--- config.mk ---
export PLATFORM = sky130hd
export DESIGN_NAME = mem_access_unit
export DESIGN_NICKNAME = d
export VERILOG_FILES = /design/src/rtl/mem_access_unit.sv
export SDC_FILE = /design/constraint.sdc
export NUM_CORES = 1
export LEC_CHECK = 0
export CORE_MARGIN = 1
export CORE_UTILIZATION = 43
export CTS_BUF_LIST = sky130_fd_sc_hd__clkbuf_16
export DETAILED_ROUTE_END_ITERATION = 6
export PLACE_DENSITY = 0.89
export SYNTH_ARGS = -nofsm -noshare
export SYNTH_HDL_FRONTEND = slang
export SYNTH_SLANG_ARGS = --single-unit
--- constraint.sdc ---
create_clock -name clk -period 2.17 [get_ports clk]
set_input_delay 0.217 -clock clk [delete_from_list [all_inputs] [get_ports clk]]
set_output_delay 0.217 -clock clk [all_outputs]
set_load 0.02 [all_outputs]
--- src/rtl/mem_access_unit.sv ---
// Memory access stage: issues one aligned load/store per instruction over a req/ack bus,
// formats byte/half lanes, and registers the write-back and Hi/Lo results.
module mem_access_unit (
  input  logic        clk,
  input  logic        Reset,
  input  logic [31:0] ALUResultIn,
  input  logic [31:0] MemDataIn,
  input  logic        MemReadIn,
  input  logic        MemWriteIn,
  input  logic [1:0]  dataTypeIn,
  input  logic        RegWriteIn,
  input  logic        MemToRegIn,
  input  logic        HiLoWriteIn,
  input  logic [4:0]  rdRegIn,
  input  logic [63:0] MultResultIn,
  output logic        MemReq,
  output logic        MemWe,
  output logic [31:0] MemAddr,
  output logic [31:0] MemWData,
  output logic [3:0]  MemByteEn,
  input  logic        MemAck,
  input  logic [31:0] MemRData,
  output logic        Stall,
  output logic [31:0] WBData,
  output logic [4:0]  WBRd,
  output logic        WBRegWrite,
  output logic [31:0] HiOut,
  output logic [31:0] LoOut,
  output logic        MisalignErr
);

  typedef enum logic [1:0] {StIdle, StWait, StResp} state_e;

  state_e      state_q, state_d;
  logic        mem_req_q, mem_req_d;
  logic        mem_we_q, mem_we_d;
  logic [31:0] mem_addr_q, mem_addr_d;
  logic [31:0] mem_wdata_q, mem_wdata_d;
  logic [3:0]  mem_be_q, mem_be_d;
  logic [31:0] rdata_q, rdata_d;
  logic [31:0] wb_data_q, wb_data_d;
  logic [4:0]  wb_rd_q, wb_rd_d;
  logic        wb_rw_q, wb_rw_d;
  logic [31:0] hi_q, hi_d;
  logic [31:0] lo_q, lo_d;
  logic        mis_q, mis_d;

  logic        is_half, is_byte, is_word;
  logic        access, is_load, misalign, aligned_access;
  logic [3:0]  be_sel;
  logic [31:0] wdata_sel;
  logic [31:0] lane_shift;
  logic [31:0] load_result;
  logic        retire;

  // Store wins when both read and write are requested.
  always_comb begin
    is_half        = (dataTypeIn == 2'b01);
    is_byte        = (dataTypeIn == 2'b10);
    is_word        = ~(is_half | is_byte);
    access         = MemReadIn | MemWriteIn;
    is_load        = MemReadIn & ~MemWriteIn;
    misalign       = access & ((is_word & (|ALUResultIn[1:0])) | (is_half & ALUResultIn[0]));
    aligned_access = access & ~misalign;
  end

  always_comb begin
    be_sel    = 4'b1111;
    wdata_sel = MemDataIn;
    if (is_half) begin
      be_sel    = ALUResultIn[1] ? 4'b1100 : 4'b0011;
      wdata_sel = {2{MemDataIn[15:0]}};
    end else if (is_byte) begin
      be_sel    = 4'b0001 << ALUResultIn[1:0];
      wdata_sel = {4{MemDataIn[7:0]}};
    end
  end

  // Half accesses are aligned here, so the shift is 0 or 16.
  always_comb begin
    lane_shift = rdata_q >> {ALUResultIn[1:0], 3'b000};
    if (is_byte) begin
      load_result = {{24{lane_shift[7]}}, lane_shift[7:0]};
    end else if (is_half) begin
      load_result = {{16{lane_shift[15]}}, lane_shift[15:0]};
    end else begin
      load_result = rdata_q;
    end
  end

  // Upstream is held through RESP, so the inputs still describe the in-flight instruction.
  always_comb begin
    state_d     = state_q;
    mem_req_d   = mem_req_q;
    mem_we_d    = mem_we_q;
    mem_addr_d  = mem_addr_q;
    mem_wdata_d = mem_wdata_q;
    mem_be_d    = mem_be_q;
    rdata_d     = rdata_q;
    wb_data_d   = wb_data_q;
    wb_rd_d     = wb_rd_q;
    wb_rw_d     = 1'b0;
    hi_d        = hi_q;
    lo_d        = lo_q;
    mis_d       = 1'b0;
    retire      = 1'b0;
    unique case (state_q)
      StIdle: begin
        if (aligned_access) begin
          mem_req_d   = 1'b1;
          mem_we_d    = MemWriteIn;
          mem_addr_d  = {ALUResultIn[31:2], 2'b00};
          mem_wdata_d = wdata_sel;
          mem_be_d    = be_sel;
          state_d     = StWait;
        end else begin
          retire = 1'b1;
          mis_d  = misalign;
        end
      end
      StWait: begin
        if (MemAck) begin
          mem_req_d = 1'b0;
          rdata_d   = MemRData;
          state_d   = StResp;
        end
      end
      StResp: begin
        retire  = 1'b1;
        state_d = StIdle;
      end
      default: state_d = StIdle;
    endcase
    if (retire) begin
      wb_data_d = ((state_q == StResp) && MemToRegIn && is_load) ? load_result : ALUResultIn;
      wb_rd_d   = rdRegIn;
      wb_rw_d   = RegWriteIn & ~mis_d;
      if (HiLoWriteIn) begin
        hi_d = MultResultIn[63:32];
        lo_d = MultResultIn[31:0];
      end
    end
  end

  always_ff @(posedge clk) begin
    if (Reset) begin
      state_q     <= StIdle;
      mem_req_q   <= 1'b0;
      mem_we_q    <= 1'b0;
      mem_addr_q  <= 32'h0;
      mem_wdata_q <= 32'h0;
      mem_be_q    <= 4'h0;
      rdata_q     <= 32'h0;
      wb_data_q   <= 32'h0;
      wb_rd_q     <= 5'h0;
      wb_rw_q     <= 1'b0;
      hi_q        <= 32'h0;
      lo_q        <= 32'h0;
      mis_q       <= 1'b0;
    end else begin
      state_q     <= state_d;
      mem_req_q   <= mem_req_d;
      mem_we_q    <= mem_we_d;
      mem_addr_q  <= mem_addr_d;
      mem_wdata_q <= mem_wdata_d;
      mem_be_q    <= mem_be_d;
      rdata_q     <= rdata_d;
      wb_data_q   <= wb_data_d;
      wb_rd_q     <= wb_rd_d;
      wb_rw_q     <= wb_rw_d;
      hi_q        <= hi_d;
      lo_q        <= lo_d;
      mis_q       <= mis_d;
    end
  end

  assign Stall       = ((state_q == StIdle) && aligned_access) || (state_q == StWait);
  assign MemReq      = mem_req_q;
  assign MemWe       = mem_we_q;
  assign MemAddr     = mem_addr_q;
  assign MemWData    = mem_wdata_q;
  assign MemByteEn   = mem_be_q;
  assign WBData      = wb_data_q;
  assign WBRd        = wb_rd_q;
  assign WBRegWrite  = wb_rw_q;
  assign HiOut       = hi_q;
  assign LoOut       = lo_q;
  assign MisalignErr = mis_q;

endmodule

# After elaboration in Yosys (flattened, before gate mapping)
# Index checks and enable logic that the tools add are counted.
# totals
reg_bits	205
out_inout_bits	174
word_cells	66
# classes
n_eq_ne	6
shift	2
muxes	18
bitwise	14
n_reduce_logical	13
# ops
operator	n
32-bit two-way mux	5
32-bit by 5-bit >> shifter with 16-bit output	1
4-bit two-way mux	3
2-bit AND reduction	4
1-bit bitwise AND	6
1-bit two-way mux	5
1-bit NOT	5
2-bit by 1-bit == test with 1-bit output (second input constant)	2
2-bit == test (second input constant)	2
2-bit two-way mux	2
2-bit inequality test (second input constant)	2
1-bit case mux with 2 select lines	2
2-bit case mux with 2 select lines	1
2-bit OR reduction	2
1-bit by 2-bit << shifter with 4-bit output (first input constant)	1
1-bit logical AND	3
1-bit OR	3
3-bit AND reduction	1
2-bit logical NOT	1
2-bit nonzero test	1
1-bit logical OR	1

# Longest topological paths before layout
# Gate-level depths: netlist of run 1.
# logic_depth
ltp_word	12
mapped_depth	9
ltp_nobuf	6

# Least setup slack after synthesis of run 1
# No wires, ideal clock.
# synth_path
path_type	register to register
startpoint	register rdata_q[31]
endpoint	register wb_data_q[21], in the netlist WBData[21]
setup_ns	0.117
arrival_ns	1.602
slack_ns	0.451
path_stages_with_launch	6
path_buffers	1
period_less_slack_ns	1.719
path_cell_list	dfxtp_1 > mux4_2 > a211oi_4 > buf_6 > o21ai_1 > a32o_1
# synth_via
elab_chain_len	4
# synth_lines
item	line_no	rtl
start, declared	40	logic [31:0] rdata_q, rdata_d;
start signal, assigned	167	rdata_q <= rdata_d;
32-bit by 5-bit >> shifter with 16-bit output (*)	81	lane_shift = rdata_q >> {ALUResultIn[1:0], 3'b000};
32-bit two-way mux	84	end else if (is_half) begin
32-bit two-way mux (*)	82	if (is_byte) begin
32-bit two-way mux (*)	135	wb_data_d = ((state_q == StResp) && MemToRegIn && is_load) ? load_result : ALUResultIn;
end signal, assigned	168	wb_data_q <= wb_data_d;
end, declared	41	logic [31:0] wb_data_q, wb_data_d;
# Mark *: on every way between the ends. The rest lies on a longest branch, timed or not.
# A chain may end at the register's enable or synchronous reset.

# Worst setup path after layout of run 1
# layout_path
startpoint	input port dataTypeIn[0]
endpoint	output port Stall
# layout_via
elab_chain_len	10
# layout_lines
item	line_no	rtl
start, declared	10	input logic [1:0] dataTypeIn,
2-bit by 1-bit == test with 1-bit output or 2-bit == test (tied branches)	58, 59	
1-bit OR	60	is_word = ~(is_half | is_byte);
1-bit NOT	60	
1-bit bitwise AND	63	misalign = access & ((is_word & (|ALUResultIn[1:0])) | (is_half & ALUResultIn[0]));
1-bit OR (*)	63	
1-bit bitwise AND (*)	63	
1-bit NOT (*)	64	aligned_access = access & ~misalign;
1-bit bitwise AND (*)	64	
1-bit logical AND (*)	177	assign Stall = ((state_q == StIdle) && aligned_access) || (state_q == StWait);
1-bit logical OR (*)	177	
end, declared	23	output logic Stall,
# Marks and branches as above.

==> results of run 1 <==
## repair_timing
item,4_1_cts,5_1_grt
pin swaps,0,0
resized for setup,4,2
endpoints found under the setup margin,1,7
## power by group through the flow
stage	Clock (mW)	Sequential (mW)	Combinational (mW)
after floorplan	0	4.65	0.891
after global placement	0	4.31	2.41
after detailed placement	0	4.33	2.45
after CTS	4.02	4.25	2.47
after global routing	4.19	4.29	2.63
final	3.96	4.26	2.46
## critical path, stage by stage
cell and delay, ps:
clkdlybuf4s50_1 490, inv_1 50, ha_1 310, o21a_1 150
nor2_1 160, o21ai_0 100, a21oi_1 140, buf_2 180
## cell type report
cell class / count / share of cell area, %
timing repair buffer: 401 / 30.4
tap: 260 / 2.48
clock buffer: 23 / 4.40
inverter: 12 / 0.344
multi-input combinational: 732 / 29.5
clock inverter: 17 / 1.46
sequential: 205 / 31.3
## how the worst min path moves through the flow
stage	startpoint	cells after the start	slack (ps)	to
after detailed placement	HiOut[22]$_SDFFE_PP0P_	2	450	HiOut[22]$_SDFFE_PP0P_
after global routing	Reset	2	70	WBData[7]$_SDFFE_PP0P_
after global placement	HiOut[7]$_SDFFE_PP0P_	2	440	HiOut[7]$_SDFFE_PP0P_
after CTS	Reset	2	40	WBData[7]$_SDFFE_PP0P_
final	Reset	2	70	WBData[7]$_SDFFE_PP0P_
after floorplan	MemRData[0]	2	350	rdata_q[0]$_SDFFE_PP0P_
## sequential cells by signal, indices dropped and copies added, names as in the netlist, 2 cells and up
signal,flops
MemAddr,30
WBData,32
MemWData,32
HiOut,32
MemByteEn,4
state_q,2
rdata_q,32
WBRd,5
LoOut,32
## layer usage
metal	up-vias	GRT usage, %
met3	66	4.98
met2	376	46.5
met5	-	0
met1	3863	31.7
met4	0	11.5
li1	4186	-
## through the flow
| stage | cells | TNS (ps) |
|---|---|---|
| global placement | 1610 | -29800 |
| global route | 1650 | 0 |
| finish | 1650 | 0 |
| detailed placement | 1610 | -33680 |
| CTS | 1650 | 0 |
| floorplan | 1035 | 0 |
## kinds of logic after synthesis
logic type                 Yosys count  synth area share [%]
and+or+nand+nor                    415                  19.9
DFF                                205                  48.5
AOI/OAI and AO/OA                  276                  20.6
muxes                               37                  4.69
buffers and inverters               98                  5.90
adders and majority gates            2                 0.296
other                                1                0.0444
## layout by cell type, fill, tap and decap left out, types with 8 or more instances in the layout
cell	count
a311oi_1	17
buf_12	9
inv_1	16
nand2_1	319
o21ai_0	27
clkdlybuf4s50_1	344
dfxtp_1	204
a211oi_1	10
clkbuf_16	23
nand2b_1	21
mux2i_1	28
buf_4	46
a32o_1	17
nor2_1	56
o221ai_1	8
o21ai_1	12
a21oi_1	148
==> results.py, run 1 <==
metrics = {
    "power_and_ir_drop": {
        "p_sw_mw": 3.01,
        "pwr-share-clk_pct": 37.1,
        "p_int_mw": 7.67,
        "p_total_mw": 10.7,
        "netSwitchingFraction_pct": 28.2,
        "ir_drop_uv": 570,
        "power_density_nw_per_um2": 815,
        "combPwrFrac_pct": 23.0,
        "leakagePower_nw": 4.88,
        "seq_power_share_pct": 39.9,
    },
    "finish": {
        "multi_input_area_um2": 3870,
        "seqCellArea_um2": 4110,
        "final_util_pct": 68.9,
        "stdcell_area_um2": 13100,
        "drive_gt1_share_pct": 7.84,
        "area_delta_synth_final_pct": 54.9,
        "nets": 1552,
        "fillCellCount": 1447,
        "antenna_cells": 0,
    },
    "critical_path": {
        "crit_fanout": 4,
        "required_ps": 1950,
        "start_kind": "input port",
        "critPathCaptureType": "primary output",
        "rrSetupSlack_ps": 270,
        "crit_end": "Stall",
        "r2r-start": "rdata_q[31]$_SDFFE_PP0P_",
        "rr_endpoint": "WBData[25]$_SDFFE_PP0P_",
        "rr_worst_depth": 5,
        "cp-startpoint": "dataTypeIn[0]",
        "cp.arrival_ps": 1810,
        "worstSetupPathType": "input port to primary output",
    },
    "clock_tree": {
        "hold_buffers": 0,
        "cts_inserted_buffers": 23,
        "clockBufferDepth": 3,
        "post_cts_buffers": 0,
        "cts_tree": "built",
        "clockRootBuffer": "clkbuf_16",
        "clk_pin_slew_ps": 60,
        "clkLatencyLatePin_ps": 500,
        "clock-sinks": 205,
        "htreeDepth": 1,
    },
    "timing": {
        "worstMarginPinSlew_ps": 832,
        "slew_violations": 0,
        "slew-limit-headroom_pct": 44.5,
        "holdWs_ps": 65.1,
        "setup_viol": 0,
        "clock_skew_ps": 20.4,
        "hold_viol": 0,
        "fmax_mhz": 494,
        "rsz0062_at_grt": "false",
        "min_period_ps": 2020,
        "min_period_over_period_pct": 93.3,
        "fin_ws_ps": 145,
    },
    "logic_synthesis": {
        "ys_ff_latch": 205,
        "synth_top_area_share_pct": 48.5,
        "netlist_area_um2": 8450,
        "syn_inst": 1034,
        "yosysTopAreaCell": "dfxtp_1",
        "synthDistinctLibCells": 51,
        "yosys_warnings": 0,
        "yosys_most_used_dff": "dfxtp_1",
        "yosys-top-cells-count": "nand2_1, dfxtp_1, a21oi_1",
        "synth.avg_cell_area_um2": 8.18,
        "synthArstFlopShare_pct": 0,
        "synthTopCellsByArea": "dfxtp_1, nand2_1, a21oi_1, mux2i_1, nor2_1",
        "seq_area_frac_synth_pct": 48.5,
        "synth_most_common_cell": "nand2_1",
        "synth-edff-count": 0,
    },
    "place": {
        "place.port_buffers": 346,
        "place_area_um2": 12300,
        "gp_congestion": 0.877,
        "post-place-ws_ps": -316,
        "dpl.hpwl_um": 20400,
    },
    "drt": {
        "wl_met1_um": 11100,
        "drcViolationCount": 0,
        "dr.pass1.iters": 5,
        "met2_length_um": 13800,
        "vias": 8491,
        "vias_per_cell": 5.15,
        "wl_per_cell_um": 17.0,
        "maxUsedRoutingLayer": "met4",
        "met3_length_um": 2080,
        "drt_iter0_drc": 569,
        "ant_nets": 0,
        "wl_um": 28100,
    },
    "job": {
        "maxCapViolCount": 0,
    },
    "global_routing": {
        "antenna_found_initial": 0,
        "grt.total_usage_pct": 26.6,
        "overflow": 0,
        "grt_pass1_wl_um": 42300,
        "grt_max_degree": 163,
        "grt_pass1_vias": 7956,
    },
    "floorplanning": {
        "die-area_um2": 20200,
        "ios": 349,
        "initial_core_util_pct": 44.5,
        "rows": 50,
        "core_um2": 19000,
        "die_h_um": 142,
        "fp.dieW_um": 142,
    },
    "min_path": {
        "hp-class": "input port to flip-flop",
    },
    "status": {
        "status": "finished clean",
    },
}
No activity file was read; power rests on OpenSTA's default activity.
==> run 2, diff against run 1 <==
- CORE_UTILIZATION: 43 -> 47
- PLACE_DENSITY: 0.89 -> 0.95
- clock period: 2.17 -> 2.51 ns (I/O delays scaled with it)
==> results.py, run 2 (same netlist as run 1, synthesis figures left out) <==
metrics = {
    "status": {
        "status": "finished clean",
    },
    "finish": {
        "antenna_cells": 0,
        "layout_commonest_cell": "clkdlybuf4s50_1",
        "fillCellCount": 1211,
        "nets": 1527,
        "area_delta_synth_final_pct": 51.7,
        "multi_input_area_um2": 3860,
        "layout_common_cells": "clkdlybuf4s50_1, nand2_1, dfxtp_1",
        "seqCellArea_um2": 4100,
        "finalNonFillerCells": 1591,
        "drive_gt1_share_pct": 6.37,
    },
    "global_routing": {
        "overflow": 0,
        "grt_pass1_vias": 8320,
        "use_met3_pct": 6.30,
        "grt_pass1_wl_um": 42900,
        "grt_max_degree": 80,
        "met2_usage_pct": 51.7,
        "grt.total_usage_pct": 29.5,
        "antenna_found_initial": 0,
        "grtUsageMet1_pct": 33.5,
        "top_usage_layer": "met2",
    },
    "floorplanning": {
        "die_h_um": 136,
        "die-area_um2": 18500,
        "fp.dieW_um": 136,
        "rows": 48,
        "core_um2": 17400,
        "ios": 349,
        "initial_core_util_pct": 48.5,
    },
    "critical_path": {
        "cp.arrival_ps": 2590,
        "cp_cell_sequence": "nand4b_1, buf_4, nor2_1, o221ai_1, a311oi_1",
        "crit_fanout": 10,
        "rr_worst_depth": 5,
        "rrSetupSlack_ps": 330,
        "required_ps": 2920,
        "cp_slowest_cell": "nor2_1",
        "worstSetupPathType": "flip-flop to flip-flop",
        "r2r-start": "state_q[1]$_SDFFE_PP0P_",
        "critPathCaptureType": "flip-flop",
        "slowest_delay_ps": 470,
        "rr_endpoint": "WBData[6]$_SDFFE_PP0P_",
        "start_kind": "flip-flop",
    },
    "power_and_ir_drop": {
        "p_sw_mw": 2.58,
        "leakagePower_nw": 4.76,
        "pwr-share-clk_pct": 37.7,
        "power_density_nw_per_um2": 721,
        "seq_power_share_pct": 39.8,
        "combPwrFrac_pct": 22.4,
        "ir_drop_uv": 523,
        "netSwitchingFraction_pct": 27.9,
        "p_int_mw": 6.67,
    },
    "clock_tree": {
        "clockRootBuffer": "clkbuf_16",
        "post_cts_buffers": 0,
        "clockBufferDepth": 3,
        "cts_tree": "built",
        "clock-sinks": 205,
        "htreeDepth": 1,
        "clkLatencyLatePin_ps": 500,
        "cts_inserted_buffers": 22,
        "clk_pin_slew_ps": 60,
    },
    "timing": {
        "rsz0062_at_grt": "false",
        "min_period_ps": 2180,
        "fmax_mhz": 458,
        "slew-limit-headroom_pct": 31.4,
        "min_period_over_period_pct": 87.0,
        "hold_viol": 0,
        "holdWs_ps": 124,
        "clock_skew_ps": 14.8,
        "slew_violations": 0,
        "worstMarginPinSlew_ps": 1020,
        "setup_viol": 0,
    },
    "min_path": {
        "min_delay_path_depth": 2,
        "hp-class": "input port to flip-flop",
        "worst_hold_path.endpoint": "state_q[1]$_SDFFE_PP0P_",
        "worstHoldStart": "Reset",
    },
    "drt": {
        "dr.pass1.iters": 5,
        "drcViolationCount": 0,
        "ant_nets": 0,
        "vias_per_cell": 5.48,
        "wl_um": 28900,
        "wl_per_cell_um": 18.2,
        "vias": 8712,
        "drt_iter0_drc": 597,
    },
    "place": {
        "place.port_buffers": 346,
        "gp_congestion": 0.918,
        "dpl.hpwl_um": 20300,
        "place_inst": 1551,
    },
    "job": {
        "maxCapViolCount": 0,
    },
}
[run 2: layout make-up]
class	instances	share of cell area [%]
sequential	205	32.0
inverter	12	0.351
tap	225	2.19
multi-input combinational	732	30.1
clock inverter	17	1.61
timing repair buffer	377	29.3
clock buffer	23	4.49
[run 2: worst max path at each step]
stage | startpoint | end
2_1_floorplan | rdata_q[31]$_SDFFE_PP0P_ | WBData[21]$_SDFFE_PP0P_
3_3_place_gp | ALUResultIn[0] | WBData[30]$_SDFFE_PP0P_
3_5_place_dp | ALUResultIn[0] | WBData[19]$_SDFFE_PP0P_
4_1_cts | dataTypeIn[0] | Stall
5_1_grt | state_q[1]$_SDFFE_PP0P_ | WBData[0]$_SDFFE_PP0P_
6_report | state_q[1]$_SDFFE_PP0P_ | WBData[6]$_SDFFE_PP0P_
[run 2: what timing repair did]
action | in CTS | in global routing
endpoints found under the hold margin | 0 | 0
gates resized for setup | 0 | 2
setup endpoints to repair | 0 | 1
hold buffers | 0 | 0
[run 2: metal layers]
metal  vias up  part of all wire [%]
li1       4150                     -
met1      4030                    38
met2       442                    49
met3        90                   8.6
met4         0                   4.2
met5         -                     0
[run 2: critical path: cells and delay by family (launching register included)]
kind	cells	cell delay (ps)
and+or+nand+nor	2	780
AOI/OAI and AO/OA	2	580
DFF	1	450
buffers and inverters	1	280
[run 2: power by group through the flow]
stage / Combinational [mW] / Sequential (mW) / Clock (mW)
after floorplan: 0.771 / 4.02 / 0
after global placement: 2.01 / 3.73 / 0
after detailed placement: 2.05 / 3.75 / 0
after CTS: 2.08 / 3.68 / 3.54
after global routing: 2.21 / 3.71 / 3.65
final: 2.08 / 3.69 / 3.49
[run 2: per-stage QoR]
stage	cell area [um^2]	total power [mW]	worst slack, ps	TNS [ps]	util [%]
floorplan	8460	4.79	791	0	-
global placement	12000	5.74	-14.4	-77.7	69.1
detailed placement	12000	5.80	-72.4	-963	69.1
CTS	12800	9.29	3.30	0	73.6
global route	12800	9.57	212	0	73.6
finish	12800	9.25	327	0	73.6
